**src/rtl/spi_frame_scheduler_pkg.sv**
```systemverilog
// Shared types for the SPI frame scheduler: FSM state encoding and motor index width.
package spi_frame_scheduler_pkg;
  localparam int MOTOR_IDX_W = 8;

  typedef logic [MOTOR_IDX_W-1:0] motor_idx_t;

  typedef enum logic [2:0] {
    S_IDLE,
    S_SCAN,
    S_START,
    S_WAIT_DONE,
    S_LATCH,
    S_PID,
    S_GAP
  } state_t;
endpackage

```
**src/rtl/period_timer.sv**
```systemverilog
// Cycle period counter with a single-entry pending trigger for overruns.
module period_timer (
  input  logic        clock,
  input  logic        reset,
  input  logic [31:0] period_cycles,
  input  logic        load,
  input  logic        busy,
  input  logic        clear_pending,
  output logic        trigger,
  output logic        overrun
);
  logic [31:0] count;
  logic        timed;
  logic        pending;

  // Counter saturates at 0 so an expired period stays visible until the next cycle start.
  always_ff @(posedge clock or posedge reset) begin
    if (reset) begin
      count   <= '0;
      timed   <= 1'b0;
      pending <= 1'b0;
    end else begin
      if (load) begin
        count <= (period_cycles == 32'd0) ? 32'd0 : period_cycles - 32'd1;
        timed <= (period_cycles != 32'd0);
      end else if (count != 32'd0) begin
        count <= count - 32'd1;
      end
      if (load || clear_pending) pending <= 1'b0;
      else if (overrun)          pending <= 1'b1;
    end
  end

  assign overrun = busy && timed && (count == 32'd0);
  assign trigger = (period_cycles == 32'd0) || (count == 32'd0) || pending;
endmodule

```
**src/rtl/spi_frame_scheduler.sv**
```systemverilog
// Round-robin SPI frame scheduler for motors sharing one bus, with latch/PID sequencing.
module spi_frame_scheduler
  import spi_frame_scheduler_pkg::*;
#(
  parameter int NUMBER_OF_MOTORS = 6,
  parameter int TIMEOUT_CYCLES   = 4096
) (
  input  logic                        clock,
  input  logic                        reset,
  input  logic                        spi_enable,
  input  logic [NUMBER_OF_MOTORS-1:0] enable_mask,
  input  logic [31:0]                 period_cycles,
  input  logic                        clear_errors,
  output logic                        frame_start,
  input  logic                        frame_done,
  output logic [MOTOR_IDX_W-1:0]      motor_sel,
  output logic [NUMBER_OF_MOTORS-1:0] ss_sel,
  output logic                        latch_strobe,
  output logic                        pid_update,
  output logic [MOTOR_IDX_W-1:0]      pid_index,
  output logic                        busy,
  output logic                        overrun_err,
  output logic                        timeout_err,
  output logic [MOTOR_IDX_W-1:0]      timeout_motor,
  output logic [31:0]                 cycle_count
);
  localparam motor_idx_t                  LAST   = MOTOR_IDX_W'(NUMBER_OF_MOTORS);
  localparam logic [31:0]                 TO_END = 32'(TIMEOUT_CYCLES - 1);
  localparam logic [NUMBER_OF_MOTORS-1:0] ONE    = NUMBER_OF_MOTORS'(1);

  state_t                      state, state_next;
  logic [NUMBER_OF_MOTORS-1:0] mask_lat;
  logic [255:0]                mask_ext;
  logic [31:0]                 tcount;
  logic                        stop_req, stop_now;
  logic                        trigger, overrun, cycle_start;
  logic                        scan_end, mask_hit, timed_out, timeout_hit;

  assign mask_ext    = 256'(mask_lat);
  assign scan_end    = (motor_sel >= LAST);
  assign mask_hit    = mask_ext[motor_sel];
  assign timed_out   = (tcount == TO_END);
  assign cycle_start = (state == S_IDLE) && spi_enable && trigger;
  assign timeout_hit = (state == S_WAIT_DONE) && !frame_done && timed_out;
  // A dropped enable is remembered so the cycle still winds down if it is re-raised.
  assign stop_now    = stop_req || (busy && !spi_enable);

  period_timer u_timer (
    .clock         (clock),
    .reset         (reset),
    .period_cycles (period_cycles),
    .load          (cycle_start),
    .busy          (busy),
    .clear_pending (stop_now),
    .trigger       (trigger),
    .overrun       (overrun)
  );

  always_ff @(posedge clock or posedge reset) begin
    if (reset) state <= S_IDLE;
    else       state <= state_next;
  end

  always_comb begin
    state_next = state;
    case (state)
      S_IDLE:      if (cycle_start) state_next = S_SCAN;
      S_SCAN:      if (stop_now || scan_end) state_next = S_IDLE;
                   else if (mask_hit)        state_next = S_START;
      S_START:     state_next = S_WAIT_DONE;
      S_WAIT_DONE: if (frame_done)     state_next = S_LATCH;
                   else if (timed_out) state_next = S_GAP;
      S_LATCH:     state_next = S_PID;
      S_PID:       state_next = stop_now ? S_IDLE : S_GAP;
      S_GAP:       state_next = stop_now ? S_IDLE : S_SCAN;
      default:     state_next = S_IDLE;
    endcase
  end

  always_comb begin
    frame_start  = 1'b0;
    latch_strobe = 1'b0;
    pid_update   = 1'b0;
    ss_sel       = '0;
    busy         = (state != S_IDLE);
    case (state)
      S_START:     begin frame_start  = 1'b1; ss_sel = ONE << motor_sel; end
      S_WAIT_DONE: ss_sel = ONE << motor_sel;
      S_LATCH:     begin latch_strobe = 1'b1; ss_sel = ONE << motor_sel; end
      S_PID:       pid_update = 1'b1;
      default:     ;
    endcase
  end

  always_ff @(posedge clock or posedge reset) begin
    if (reset) begin
      motor_sel     <= '0;
      pid_index     <= '0;
      timeout_motor <= '0;
      cycle_count   <= '0;
      mask_lat      <= '0;
      tcount        <= '0;
      stop_req      <= 1'b0;
      overrun_err   <= 1'b0;
      timeout_err   <= 1'b0;
    end else begin
      case (state)
        S_IDLE: if (cycle_start) begin
          mask_lat  <= enable_mask;
          motor_sel <= '0;
        end
        S_SCAN: if (!stop_now) begin
          if (scan_end)       cycle_count <= cycle_count + 32'd1;
          else if (!mask_hit) motor_sel   <= motor_sel + 8'd1;
        end
        S_START:     tcount    <= '0;
        S_WAIT_DONE: tcount    <= tcount + 32'd1;
        S_LATCH:     pid_index <= motor_sel;
        S_GAP:       if (!stop_now) motor_sel <= motor_sel + 8'd1;
        default:     ;
      endcase
      if (cycle_start)            stop_req <= 1'b0;
      else if (busy && !spi_enable) stop_req <= 1'b1;
      if (timeout_hit) timeout_motor <= motor_sel;
      // A new error event wins over a simultaneous clear.
      timeout_err <= timeout_hit || (timeout_err && !clear_errors);
      overrun_err <= overrun     || (overrun_err && !clear_errors);
    end
  end
endmodule

```
**config.mk**
```make
export PLATFORM = sky130hd
export DESIGN_NAME = spi_frame_scheduler
export DESIGN_NICKNAME = d
export VERILOG_FILES = /design/src/rtl/spi_frame_scheduler_pkg.sv /design/src/rtl/period_timer.sv /design/src/rtl/spi_frame_scheduler.sv
export SDC_FILE = /design/constraint.sdc
export NUM_CORES = 1
export LEC_CHECK = 0
export BUFFER_PORTS_ARGS = -buffer_cell sky130_fd_sc_hd__buf_4
export CAP_MARGIN = 20
export CORE_ASPECT_RATIO = 2
export CORE_MARGIN = 3
export CORE_UTILIZATION = 30
export CTS_CLUSTER_DIAMETER = 200
export DETAILED_ROUTE_END_ITERATION = 7
export HOLD_SLACK_MARGIN = 0.03
export PLACE_DENSITY = 0.49
export SLEW_MARGIN = 20
export SYNTH_ARGS = -nofsm -noshare
export SYNTH_HDL_FRONTEND = slang
export SYNTH_SLANG_ARGS = --single-unit
```
**constraint.sdc**
```tcl
create_clock -name clock -period 4.65 [get_ports clock]
set_input_delay 0.6975 -clock clock [delete_from_list [all_inputs] [get_ports clock]]
set_output_delay 0.6975 -clock clock [all_outputs]
set_load 0.1 [all_outputs]
```
After elaboration in Yosys (flattened, before gate mapping)
Cells that the tools add are included.

word-level totals
  register bits after elaboration = 134
  output and inout bits = 68
  logic and storage cells = 99

cells by class
  $add $sub $neg = 5
  magnitude comparators = 2
  eq/ne operators = 14
  shifts and indexed selects = 1
  muxes and demuxes = 28
  bitwise operators = 1
  reduce and logical (&&, ||, !) cells = 35

operators with widths
  operator                                                                             count
  32-bit 2-to-1 mux                                                                    3
  32-bit by 1-bit adder with 32-bit output, second input constant                      2
  32-bit zero test                                                                     2
  32-bit one-hot mux with 2 select lines                                               1
  32-bit nonzero test                                                                  2
  32-bit by 1-bit subtractor with 32-bit output, second input constant                 2
  8-bit 2-to-1 mux                                                                     5
  32-bit by 12-bit == test with 1-bit output, second input constant                    1
  8-bit one-hot mux with 3 select lines                                                1
  3-bit one-hot mux with 7 select lines                                                1
  3-bit 2-to-1 mux                                                                     6
  3-bit == test, second input constant                                                 3
  1-bit logical AND                                                                    9
  8-bit by 9-bit < comparator with 1-bit output, second input constant                 1
  1-bit 2-to-1 mux                                                                     9
  8-bit by 1-bit adder with 8-bit output, second input constant                        1
  1-bit binary-select mux with 8-bit select                                            1
  8-bit by 3-bit greater-or-equal comparator with 1-bit output, second input constant  1
  2-bit != test, second input constant                                                 4
  2-bit nonzero test                                                                   4
  1-bit by 8-bit left shift with 6-bit output, first input constant                    1
  1-bit logical OR                                                                     7
  3-bit by 2-bit == test with 1-bit output, second input constant                      2
  6-bit 2-to-1 mux                                                                     1
  11 further kinds                                                                     16

Logic depth before layout (Yosys ltp)
  word-level depth = 6
  mapped depth = 11
  depth with buffers taken out = 8

Hierarchy
A second synthesis with hierarchy kept.

second synthesis, totals
  cell total of the unflattened synthesis = 822
  area, all modules = 7853.8 um^2

by module, submodules not included
  module               instances  cells an instance  area an instance (um^2)  seq. area each (um^2)
  spi_frame_scheduler  1          488                5034.8                   2502.4
  period_timer         1          334                2819.0                   850.8

Worst setup path after synthesis
OpenSTA, ideal clock, no wires.

  path kind = register to output
  start = reg state[2]
  end = out ss_sel[0]
  arrival = 6.008 ns
  setup slack = -2.056 ns
  stages on the path, launching flop included = 7
  buffers on the path = 1
  cell sequence = dfrtp_1 clkbuf_1 inv_1 nor3_1 nor2_1 nor3_1 nor3b_1

between the ends
  longest elaborated chain between the ends = 3

RTL lines
  what                                                                       RTL line                   source
  start: declaration                                                         spi_frame_scheduler.sv:31  state_t state, state_next;
  start signal: assignment                                                   spi_frame_scheduler.sv:61  else state <= state_next;
  3-bit by 2-bit == test with 1-bit output or 3-bit == test (tied branches)  spi_frame_scheduler.sv:86  case (state)
  3-bit OR reduction (no source line) *                                      n/a
  6-bit 2-to-1 mux *                                                         n/a
  end: declaration                                                           spi_frame_scheduler.sv:17  output logic [NUMBER_OF_MOTORS-1:0] ss_sel,

Mark *: on every way between the ends. The rest lies on a longest branch, timed or not.

Worst setup path after layout
  start = reg u_timer.count[0]
  end = reg u_timer.count[13]

between the ends
  longest elaborated chain between the ends = 5

RTL lines
  what                                                                                                   RTL line            source
  start: declaration                                                                                     period_timer.sv:12  logic [31:0] count;
  start signal: assignment                                                                               period_timer.sv:24  count <= (period_cycles == 32'd0) ? 32'd0 : period_cycles - 32'd1;
  start signal: assignment                                                                               period_timer.sv:27  count <= count - 32'd1;
  parallel branches: the longest is 5 deep, another holds 32-bit by 1-bit subtractor with 32-bit output  n/a

Parallel ways; which one is timed is not known. The select of a mux whose other input is x is not followed.
A chain may end at the register's enable or synchronous reset.

==> flow_summary.yaml <==
critical_path:
  end_kind: "register"
  path_max_fanout: 39
  r2r_cells: 9
  required_ns: 4.96
  critPathArrivalTime_ns: 3.70
  worstSetupStartpointType: "register"
  r2r-start: "u_timer.count[0]$_DFFE_PP0P_"
  path_class: "reg2reg"
  rr_endpoint: "u_timer.count[13]$_DFFE_PP0P_"
  reg2reg_slack_ns: 1.26
  startpoint: "u_timer.count[0]$_DFFE_PP0P_"
layout:
  fin_nets: 968
  multiInputGateArea_um2: 4041
  syn_to_final_growth_pct: 24.08
  layout_common_cells: "134 x dfrtp_1, 126 x buf_4, 92 x nand2_1"
  drive_above_1_share: 0.2137
  layout_commonest_cell: "dfrtp_1"
  final_area_um2: 9413
  regArea_um2: 3353
  final_util: 0.3822
  fillCellCount: 2520
  antenna_cells: 0
sta:
  slew_violations: 0
  fin_skew_ns: 0.005518
  tns_ns: 0
  setup_viol: 0
  slew_headroom: 0.3724
  max_clock_freq_mhz: 295.0
  tightest_slew_ns: 0.9328
  rsz0062_at_grt: "false"
  min_period_ns: 3.390
  hold_viol: 0
  period_share: 0.7290
  whs_ns: 0.3509
run_status:
  status: "complete, no violations"
drt:
  viasPerCell: 5.034
  drtAntennaViolNets: 0
  wl_um: 22100
  drc_errors: 0
  drt_iter0_markers: 302
  num_vias: 6358
  wire_per_inst_um: 17.50
  first_pass_iters: 4
clock_tree:
  cts_tree: "done"
  clockRootBuffer: "clkbuf_16"
  holdBufCountCts: 0
  cts.clk_slew.worst_paths_ns: 0.06
  htree_levels: 4
  cts_setup_buffers: 0
  cts_buffer_depth: 2
  cts.sinks: 134
  cts_buffers: 17
  cts.repair.resized: 0
  insertion_delay_ns: 0.43
global_route:
  gr-max-usage-layer: "met2"
  grt_pass1_wl_um: 35910
  grt_max_degree: 67
  grt_pass1_vias: 6624
  grt_overflow: 0
  use_met3: 0.03064
  antenna_found_initial: 0
  track_usage: 0.1671
  globalRouteMet2Util: 0.3394
  use_met1: 0.1615
floorplanning:
  fp.coreArea_um2: 24630
  dieArea_um2: 27350
  start_util: 0.3080
  die_x_um: 118.4
  rows: 81
  ios: 111
  die_h_um: 230.9
worst_hold_path:
  worstHoldPathType: "in2async"
placement:
  placed_cell_area_um2: 8828
  finalWeightedCongestion: 0.8173
  portBuffers: 110
  dp_hpwl_um: 16630
synthesis:
  synth_nets: 856
  synth.distinct_cells: 66
  ys_seq_elements: 134
  synthArstFlopShare: 1.000
  synth_top_area_frac: 0.4420
  avgSynthCellArea_um2: 9.400
  ys_seq_area_frac: 0.4420
  yosysTopAreaCell: "dfrtp_1"
  synth_warnings: 0
  synthCells: 807
  synth_edf_count: 0
  synth_area_leaders: "dfrtp_1 44%, xnor2_1 5.9%, xor2_1 5.0%, nand2_1 4.6%, nor2_1 3.6%"
  netlist_area_um2: 7586
  ys.flop_type: "dfrtp_1"
power:
  max-vdd-ir-drop_uv: 246.4
  leakagePower_nw: 4.254
  power_density_nw_per_um2: 312.9
flow_run:
  maxCapViolCount: 0
worst max-delay path, cell delays in order, from the launching register on:
cell and delay (ns):
dfrtp_1 0.37, inv_1 0.08, ha_1 0.26, nor4b_1 0.18, and3_1 0.31, and3_1 0.38
o311ai_4 0.55, buf_4 0.50, nand2_1 0.22, o311ai_0 0.37
cell type report:
class | count | share of cell area
well taps | 332 | 0.04413
clock buffers | 22 | 0.05144
flip-flops and latches | 134 | 0.3562
repair buffers | 126 | 0.1005
inverters | 18 | 0.007710
multi-input cells | 622 | 0.4294
clock inverters | 9 | 0.01063
power breakdown:
part	switching (mW)	leakage, nW	total, mW	internal, mW
logic	0.168	2.15	0.295	0.126
registers	0.0661	1.82	1.30	1.23
clock network	0.518	0.288	1.36	0.837
total	0.752	4.25	2.95	2.19
logic make-up after synthesis:
| kind of cell | count (synthesis) | share of synthesized area |
|---|---|---|
| muxes | 31 | 0.04585 |
| and+or+nand+nor | 383 | 0.2660 |
| xor gates and xnor gates | 94 | 0.1085 |
| DFF | 134 | 0.4420 |
| buffers and inverters | 51 | 0.02903 |
| AOI/OAI and AO/OA | 108 | 0.09863 |
| adders and majority gates | 6 | 0.009896 |
metal layers:
layer,vias up,wire length [µm]
met4,0,529
met2,114,13170
met1,3099,7828
li1,3117,-
met3,28,570
met5,-,0
how the worst max path moves through the flow:
| stage | to | slack, ns | depth (start not counted) |
|---|---|---|---|
| floorplan | ss_sel[4] | 0.07 | 7 |
| global placement | u_timer.count[13]$_DFFE_PP0P_ | 1.08 | 8 |
| detailed placement | u_timer.count[13]$_DFFE_PP0P_ | 1.03 | 8 |
| CTS | u_timer.count[13]$_DFFE_PP0P_ | 1.22 | 9 |
| global route | u_timer.count[13]$_DFFE_PP0P_ | 0.99 | 9 |
| finish | u_timer.count[13]$_DFFE_PP0P_ | 1.26 | 9 |
cell usage after synthesis (all sizes together) (3+ instances only):
master,instances
o21ai,27
o32a,3
buf,11
nand4,26
and4,7
nor3b,5
nand4b,7
nor4b,3
inv,18
nand2,92
a21oi,18
xnor2,51
a22oi,21
clkbuf,22
mux2i,10
a2bb2oi,3
mux2,20
nor2b,4
or4,4
nor3,42
and3,16
ha,6
or3,11
nand3b,3
nand2b,12
o311ai,6
a211oi,3
and2,8
dfrtp,134
o22ai,3
nor2,73
xor2,43
nor4,27
a22o,4
or2,4
nand3,39
registers in the layout, indices dropped and copies added, names as in the netlist:
register         count
u_timer.count       32
pid_index            8
tcount              32
motor_sel            8
timeout_motor        8
u_timer.timed        1
overrun_err          1
mask_lat             6
cycle_count         32
stop_req             1
state                3
timeout_err          1
u_timer.pending      1
through the flow:
step,setup WS [ns],power [mW],std cells
after detailed placement,1.026,1.614,1232
after global routing,0.9906,3.089,1263
final,1.260,2.946,1263
after floorplan,0.06801,1.498,807
after CTS,1.221,2.986,1263
after global placement,1.079,1.611,1232
No activity file was read; power rests on OpenSTA's default activity.
